===== src/rtl/wb_arbiter_2to1_if.sv =====
// Single-transaction Wishbone bus bundle shared by the arbiter's master and slave ports.
interface wb_bus;
  logic [31:0] addr;
  logic [31:0] wdata;
  logic        we;
  logic        stb;
  logic [31:0] rdata;
  logic        ack;
  logic        err;

  modport master (output addr, output wdata, output we, output stb,
                  input rdata, input ack, input err);
  modport slave  (input addr, input wdata, input we, input stb,
                  output rdata, output ack, output err);
endinterface


===== src/rtl/wb_arbiter_2to1.sv =====
// Two-master Wishbone arbiter: round-robin grant of single transactions onto one slave,
// masking stray registered acks between transactions and timing out a silent slave.
module wb_arbiter_2to1 #(
  parameter int unsigned TimeoutCycles = 16
) (
  input  logic  clk_in,
  input  logic  reset_in,
  wb_bus.slave  m0_bus,
  wb_bus.slave  m1_bus,
  wb_bus.master s_bus
);
  localparam int unsigned CntW = 8;
  localparam logic [CntW-1:0] CntLast = CntW'(TimeoutCycles - 1);
  localparam logic [CntW-1:0] CntMax  = '1;

  typedef enum logic [1:0] {
    IDLE  = 2'd0,
    BUSY0 = 2'd1,
    BUSY1 = 2'd2
  } state_t;

  state_t          state, state_nxt;
  logic            last, last_nxt;
  logic [CntW-1:0] cnt, cnt_nxt;
  logic            busy, sel, req_stb;
  logic            fwd_ack, fwd_err;

  assign busy    = (state != IDLE);
  assign sel     = (state == BUSY1);
  assign req_stb = sel ? m1_bus.stb : m0_bus.stb;

  always_ff @(posedge clk_in) begin
    if (!reset_in) begin
      state <= IDLE;
      last  <= 1'b1;
      cnt   <= '0;
    end else begin
      state <= state_nxt;
      last  <= last_nxt;
      cnt   <= cnt_nxt;
    end
  end

  // Grant selection and transaction termination; terminations always pass through IDLE.
  always_comb begin
    state_nxt = state;
    last_nxt  = last;
    cnt_nxt   = cnt;
    fwd_ack   = 1'b0;
    fwd_err   = 1'b0;
    case (state)
      IDLE: begin
        if (m0_bus.stb && (!m1_bus.stb || last)) begin
          state_nxt = BUSY0;
          last_nxt  = 1'b0;
          cnt_nxt   = '0;
        end else if (m1_bus.stb) begin
          state_nxt = BUSY1;
          last_nxt  = 1'b1;
          cnt_nxt   = '0;
        end
      end
      BUSY0, BUSY1: begin
        if (s_bus.err) begin
          fwd_err   = 1'b1;
          state_nxt = IDLE;
        end else if (s_bus.ack) begin
          fwd_ack   = 1'b1;
          state_nxt = IDLE;
        end else if (!req_stb) begin
          state_nxt = IDLE;
        end else if (cnt == CntLast) begin
          fwd_err   = 1'b1;
          state_nxt = IDLE;
        end else if (cnt != CntMax) begin
          cnt_nxt = cnt + CntW'(1);
        end
      end
      default: state_nxt = IDLE;
    endcase
  end

  // Bus steering: slave sees only the granted master, responses reach only that master.
  always_comb begin
    s_bus.addr   = busy ? (sel ? m1_bus.addr  : m0_bus.addr)  : 32'h0;
    s_bus.wdata  = busy ? (sel ? m1_bus.wdata : m0_bus.wdata) : 32'h0;
    s_bus.we     = busy & (sel ? m1_bus.we : m0_bus.we);
    s_bus.stb    = busy & req_stb;
    m0_bus.ack   = busy & ~sel & fwd_ack;
    m0_bus.err   = busy & ~sel & fwd_err;
    m0_bus.rdata = (busy && !sel) ? s_bus.rdata : 32'h0;
    m1_bus.ack   = sel & fwd_ack;
    m1_bus.err   = sel & fwd_err;
    m1_bus.rdata = sel ? s_bus.rdata : 32'h0;
  end
endmodule


===== src/flat_wrapper.sv =====
// flat-port wrapper written by rule: the top's interface ports become plain ports
module wb_arbiter_2to1_flat 
#(
  parameter int unsigned TimeoutCycles = 16
)
  (clk_in, reset_in, m0_bus_addr, m0_bus_wdata, m0_bus_we, m0_bus_stb, m0_bus_rdata, m0_bus_ack, m0_bus_err, m1_bus_addr, m1_bus_wdata, m1_bus_we, m1_bus_stb, m1_bus_rdata, m1_bus_ack, m1_bus_err, s_bus_addr, s_bus_wdata, s_bus_we, s_bus_stb, s_bus_rdata, s_bus_ack, s_bus_err);
  wb_bus m0_bus_i ();
  wb_bus m1_bus_i ();
  wb_bus s_bus_i ();
  input  logic clk_in;
  input  logic reset_in;
  input wire logic [$bits(m0_bus_i.addr)-1:0] m0_bus_addr;
  input wire logic [$bits(m0_bus_i.wdata)-1:0] m0_bus_wdata;
  input wire logic [$bits(m0_bus_i.we)-1:0] m0_bus_we;
  input wire logic [$bits(m0_bus_i.stb)-1:0] m0_bus_stb;
  output wire logic [$bits(m0_bus_i.rdata)-1:0] m0_bus_rdata;
  output wire logic [$bits(m0_bus_i.ack)-1:0] m0_bus_ack;
  output wire logic [$bits(m0_bus_i.err)-1:0] m0_bus_err;
  input wire logic [$bits(m1_bus_i.addr)-1:0] m1_bus_addr;
  input wire logic [$bits(m1_bus_i.wdata)-1:0] m1_bus_wdata;
  input wire logic [$bits(m1_bus_i.we)-1:0] m1_bus_we;
  input wire logic [$bits(m1_bus_i.stb)-1:0] m1_bus_stb;
  output wire logic [$bits(m1_bus_i.rdata)-1:0] m1_bus_rdata;
  output wire logic [$bits(m1_bus_i.ack)-1:0] m1_bus_ack;
  output wire logic [$bits(m1_bus_i.err)-1:0] m1_bus_err;
  output wire logic [$bits(s_bus_i.addr)-1:0] s_bus_addr;
  output wire logic [$bits(s_bus_i.wdata)-1:0] s_bus_wdata;
  output wire logic [$bits(s_bus_i.we)-1:0] s_bus_we;
  output wire logic [$bits(s_bus_i.stb)-1:0] s_bus_stb;
  input wire logic [$bits(s_bus_i.rdata)-1:0] s_bus_rdata;
  input wire logic [$bits(s_bus_i.ack)-1:0] s_bus_ack;
  input wire logic [$bits(s_bus_i.err)-1:0] s_bus_err;
  assign m0_bus_i.addr = m0_bus_addr;
  assign m0_bus_i.wdata = m0_bus_wdata;
  assign m0_bus_i.we = m0_bus_we;
  assign m0_bus_i.stb = m0_bus_stb;
  assign m0_bus_rdata = m0_bus_i.rdata;
  assign m0_bus_ack = m0_bus_i.ack;
  assign m0_bus_err = m0_bus_i.err;
  assign m1_bus_i.addr = m1_bus_addr;
  assign m1_bus_i.wdata = m1_bus_wdata;
  assign m1_bus_i.we = m1_bus_we;
  assign m1_bus_i.stb = m1_bus_stb;
  assign m1_bus_rdata = m1_bus_i.rdata;
  assign m1_bus_ack = m1_bus_i.ack;
  assign m1_bus_err = m1_bus_i.err;
  assign s_bus_addr = s_bus_i.addr;
  assign s_bus_wdata = s_bus_i.wdata;
  assign s_bus_we = s_bus_i.we;
  assign s_bus_stb = s_bus_i.stb;
  assign s_bus_i.rdata = s_bus_rdata;
  assign s_bus_i.ack = s_bus_ack;
  assign s_bus_i.err = s_bus_err;
  wb_arbiter_2to1 #(.TimeoutCycles(TimeoutCycles)) u_core (.clk_in(clk_in), .reset_in(reset_in), .m0_bus(m0_bus_i), .m1_bus(m1_bus_i), .s_bus(s_bus_i));
endmodule

===== config.mk =====
export PLATFORM = sky130hd
export DESIGN_NAME = wb_arbiter_2to1_flat
export DESIGN_NICKNAME = d
export VERILOG_FILES = /design/src/rtl/wb_arbiter_2to1_if.sv /design/src/rtl/wb_arbiter_2to1.sv /design/src/flat_wrapper.sv
export SDC_FILE = /design/constraint.sdc
export NUM_CORES = 1
export LEC_CHECK = 0
export ABC_AREA = 1
export BUFFER_PORTS_ARGS = -buffer_cell sky130_fd_sc_hd__buf_2
export CORE_AREA = 2 2 116 118
export DETAILED_ROUTE_END_ITERATION = 10
export DIE_AREA = 0 0 118 120
export GPL_TIMING_DRIVEN = 0
export SYNTH_ARGS = -nofsm -noshare
export SYNTH_HDL_FRONTEND = slang
export SYNTH_SLANG_ARGS = --single-unit

===== constraint.sdc =====
create_clock -name clk_in -period 2.1 [get_ports clk_in]
set_input_delay 0.63 -clock clk_in [delete_from_list [all_inputs] [get_ports clk_in]]
set_output_delay 0.63 -clock clk_in [all_outputs]
set_load 0.02 [all_outputs]

After elaboration in Yosys (flattened, before gate mapping). Cells that the tools add are included.

Output and inout bits: 134. Word-level logic and storage cells: 69. Register bits: 11. Input bits: 168.

Add/subtract/negate cells: 1. Bitwise logic cells: 8. Reductions and logical operators: 13. Muxes and demuxes: 33. Equal/unequal tests: 11.

Operators with widths (count): $mux 32 (6); $mux 8 (7); $pmux 8 s2 (1); $mux 1 (12); $mux 2 (6); $add 8x1->8 const B (1); $eq 8x4->1 const B (1); $ne 8x8->1 const B (1); $and 1x1->1 (7); $reduce_and 7->1 (1); $ne 2x2->1 const B (3); $reduce_bool 2->1 (3); $ne 5x5->1 const B (1); $ne 2x1->1 const B (2); $pmux 2 s2 (1); $reduce_and 2->1 (2); $ne 3x2->1 const B (1); $eq 2x1->1 const B (1); $eq 2x2->1 const B (1); $logic_and 1x1->1 (2); $logic_not 1->1 (2); $logic_not 2->1 (1); $reduce_or 2->1 (1); $logic_or 1x1->1 (1); $not 1->1 (1).

Logic depth before layout (Yosys ltp).
Depth in word-level cells: 7. Gate-level depth with buffers: 13. Gate-level depth less buffers: 11.

Least setup slack after synthesis. OpenSTA, ideal clock, no wires.

Path type: reg2out. Start: register u_core.state[0]. End: output s_bus_addr[0]. Path buffers: 3. Data arrival time: 1.533 ns. Slack: -0.063 ns. Required time: 1.470 ns. Stages on the path, launching flop included: 9. Path through: dfxtp_1 inv_1 ha_1 buf_6 inv_4 buf_4 clkbuf_1 nor2_1 nor2_1.

Cells in the longest elaborated chain, start to end: 3. Elaborated cells between the ends (all ways): 4. Classes of those cells: 1 x eq/ne; 2 x mux; 1 x reduce/logical.

Ends and longest elaborated chain: from (decl) (line wb_arbiter_2to1.sv:22) `state_t state, state_nxt;`; from (signal assigned) (line wb_arbiter_2to1.sv:38) `state <= state_nxt;`; $eq 2x2->1 (line wb_arbiter_2to1.sv:29) `assign sel = (state == BUSY1);`; $mux 32 (line wb_arbiter_2to1.sv:85) `s_bus.addr = busy ? (sel ? m1_bus.addr : m0_bus.addr) : 32'h0;`; $mux 32 (*) (line wb_arbiter_2to1.sv:85); to (decl) (line flat_wrapper.sv:26) `output wire logic [$bits(s_bus_i.addr)-1:0] s_bus_addr;`.

Every way passes the cells marked *; elsewhere a longest branch is shown, timed or not.

Worst setup path after layout.
Start: register u_core.state[0]. End: output s_bus_addr[5].

Same word-level chain as after synthesis.

==> metrics.md <==
| Metric | Value |
|---|---|
| Status | `complete, but fails checks` |
| Violated checks | `negative setup slack` |
| Initial antenna violation count | `0` |
| CTS buffer count | `3` |
| Worst Hold Class | `reg2reg` |
| Clock skew | `0.005257 ns` |
| Largest net degree at the start of global routing | `13` |
| Fillers | `around 1300` |
| Power Total | `2.418 mW` |
| Post-layout util | `46.33%` |
| Setup Viol. Count Final | `120` |
| Die Wd | `118 µm` |
| Routed vias | `4243` |
| Worst IR Drop VDD | `272.6 µV` |
| Number of H-tree levels | `1` |
| Chip height | `120 µm` |
| Clk sinks | `11` |
| Die area | `14160 µm²` |
| Area grow syn2layout | `169.8%` |
| Post-synth EDFFs | `0` |
| Synth top area share | `30.66%` |
| Final RePlAce weighted congestion | `roughly 0.84` |
| Total GRT Usage | `19.29%` |
| Synth area leaders | `nor2_1 31%, o21ai_0 15%, inv_1 13%, nand2_1 11%, dfxtp_1 9.9%` |
| Nets | `983` |
| Routed len/inst | `15.49 µm` |
| Yosys reg bits | `11` |
| Ys Warns | `0` |
| Final min period | `2.283 ns` |
| Tcrit/Tclk final | `108.7%` |
| Drt drc | `0` |
| Initial DRT Pass Iterations | `4` |
| CORE AREA | `12980 µm²` |
| Starting Density | `17.17%` |
| Async set or reset register ratio after synthesis | `0%` |
| Cts-stage hold buffer count | `0` |
| Crit path max fanout | `10` |
| First-pass GRT wire length | `approximately 22000 µm` |
| Final Slew Violations | `0` |
| Setup WS post-layout | `-0.1834 ns` |
| Worst-skew pair later-pin latency | `0.24 ns` |
| Kind of start point of the critical path | `flip-flop` |
| CTS tree | `yes` |
| Critical Path AT | `1.65 ns` |
| Post-DP HPWL | `10480 µm` |
| RSZ-0062 raised after global routing | `yes` |
| Leakage power total | `3.357 nW` |
| Post-synth top area cell | `nor2_1` |
| Max clock buf depth | `2` |
| Actual slew at the worst max-slew pin | `0.2704 ns` |
| Layout cell share with drive strength beyond 1 | `68.80%` |
| Sequential area share after synthesis | `9.882%` |
| DRT antenna net count | `0` |
| IO Port Bufs | `roughly 300` |
| Register clock-pin slew on the reported worst setup and hold paths | `0.04 ns` |
| Most frequent cell after synthesis | `nor2_1` |
| Initial DRC count | `between 200 and 250` |
| CP required | `approximately 1.5 ns` |
| Clock root buffer master | `clkbuf_16` |
| Max_cap viols | `0` |
| Final global-route overflow total | `0` |
| Synthesized cell area | `2228 µm²` |
| Vias per cell | `between 4 and 5` |
| Fin. Hold Viols | `0` |
| WL final | `15280 µm` |
| Worst slew margin | `81.95%` |
| Syn Nets | `652` |
| Synth Flop Type | `dfxtp_1` |
| N_diodes | `0` |
| Cells after synthesis | `481` |
| Distinct cells, synth | `24` |
| I/O pin total | `302` |
| Cell Pwr Density | `402.2 nW/µm²` |
| CP Capture Type | `output port` |
| # rows | `42` |
| Setup CP Type | `reg2out` |
| Vias in the first global route | `4067` |
| Final hold slack | `around 0.51 ns` |
| Maximum clock frequency | `0.4379 GHz` |
| Top cells by count, synth | `182 x nor2_1, 75 x inv_1, 68 x o21ai_0, 63 x nand2_1, 24 x clkbuf_1` |
| Syn_area_per_cell | `roughly 4.6 µm²` |
==> state kept, by name (all words and copies together) (netlist names) <==
name	count
u_core.state	2
u_core.cnt	8
u_core.last	1
==> final cells by class <==
type / count / area [µm²] / share of cell area (%)
well taps: 176 / 220.2 / 3.662
plain buffers: 30 / 493.0 / 8.198
flip-flops and latches: 11 / 227.7 / 3.787
multi-input cells: 361 / 2296 / 38.18
clock buffers: 4 / 78.83 / 1.311
inverters: 78 / 319.1 / 5.306
repair buffers: 327 / 2379 / 39.55
==> cell usage in the layout (no fill, tap or decap), types with 2 or more instances in the layout <==
cell type,count
clkbuf_4,6
buf_8,4
clkbuf_8,6
nand2_1,32
o21ai_2,6
o21ai_1,26
inv_1,42
nand2_2,3
a21oi_1,14
nor2_4,29
nor2_2,78
nor3b_1,2
nand3_1,13
o21ai_4,2
buf_4,74
nand3_2,2
clkbuf_16,14
dfxtp_2,3
buf_12,8
dfxtp_1,7
buf_6,65
ha_4,3
buf_16,2
o21ai_0,35
buf_2,181
nor2_1,77
inv_2,32
nand2_4,33
==> timing repair <==
action	in CTS	in global routing
buffers inserted	11	7
setup endpoints to repair	133	134
gates cloned	11	1
gates resized for setup	419	111
pin swaps	21	22
==> routing by layer <==
layer / wire length, µm / GRT usage [%]
met1: 6235 / 23.63
met2: 7816 / 34.99
met3: 1043 / 3.470
met4: 188 / 4.367
met5: 0 / 0
==> stage by stage <==
stage	worst slack, ns	TNS, ns	std cells	instance area, µm²
after floorplan	0.0007441	0	481	2354
after global placement	-0.6097	-40.42	958	4080
after detailed placement	-0.6551	-39.66	958	4080
after CTS	-0.1783	-14.12	983	5670
after global routing	-0.2304	-19.54	987	6013
final	-0.1834	-11.34	987	6013
==> report_power, final <==
part           leakage [nW]  total, mW  switching, mW  internal (mW)
Combinational          3.23       1.82          0.999          0.824
Clock                0.0382      0.345         0.0907          0.255
Sequential           0.0917      0.250         0.0200          0.230
Total                  3.36       2.42           1.11           1.31
==> worst max-delay path: stages (launching register included) <==
cell and delay, ns:
dfxtp_2 0.34, inv_4 0.05, ha_4 0.18, buf_12 0.15, inv_12 0.08, buf_12 0.13
clkbuf_16 0.17, nor2_1 0.05, nor2_2 0.12, buf_6 0.14
==> cell families after synthesis <==
family,count (synthesis),share of synthesized area [%]
compound gates,85,19.37
xor+xnor,1,0.3931
fa+ha+maj,3,1.685
buf+inv,109,19.54
flops,11,9.882
simple gates,272,49.13
==> path summary, 6_finish.rpt <==
check                               start                    endpoint  slack [ns]  depth (start not counted)
max          u_core.state[0]$_SDFFE_PN0P_               s_bus_addr[5]       -0.18                          9
min            u_core.cnt[0]$_SDFFE_PN0P_  u_core.cnt[0]$_SDFFE_PN0P_        0.51                          2
max reg2reg  u_core.state[0]$_SDFFE_PN0P_  u_core.cnt[1]$_SDFFE_PN0P_        0.31                         10
min reg2reg    u_core.cnt[0]$_SDFFE_PN0P_  u_core.cnt[0]$_SDFFE_PN0P_        0.51                          2
(Power assumes the default switching activity.)
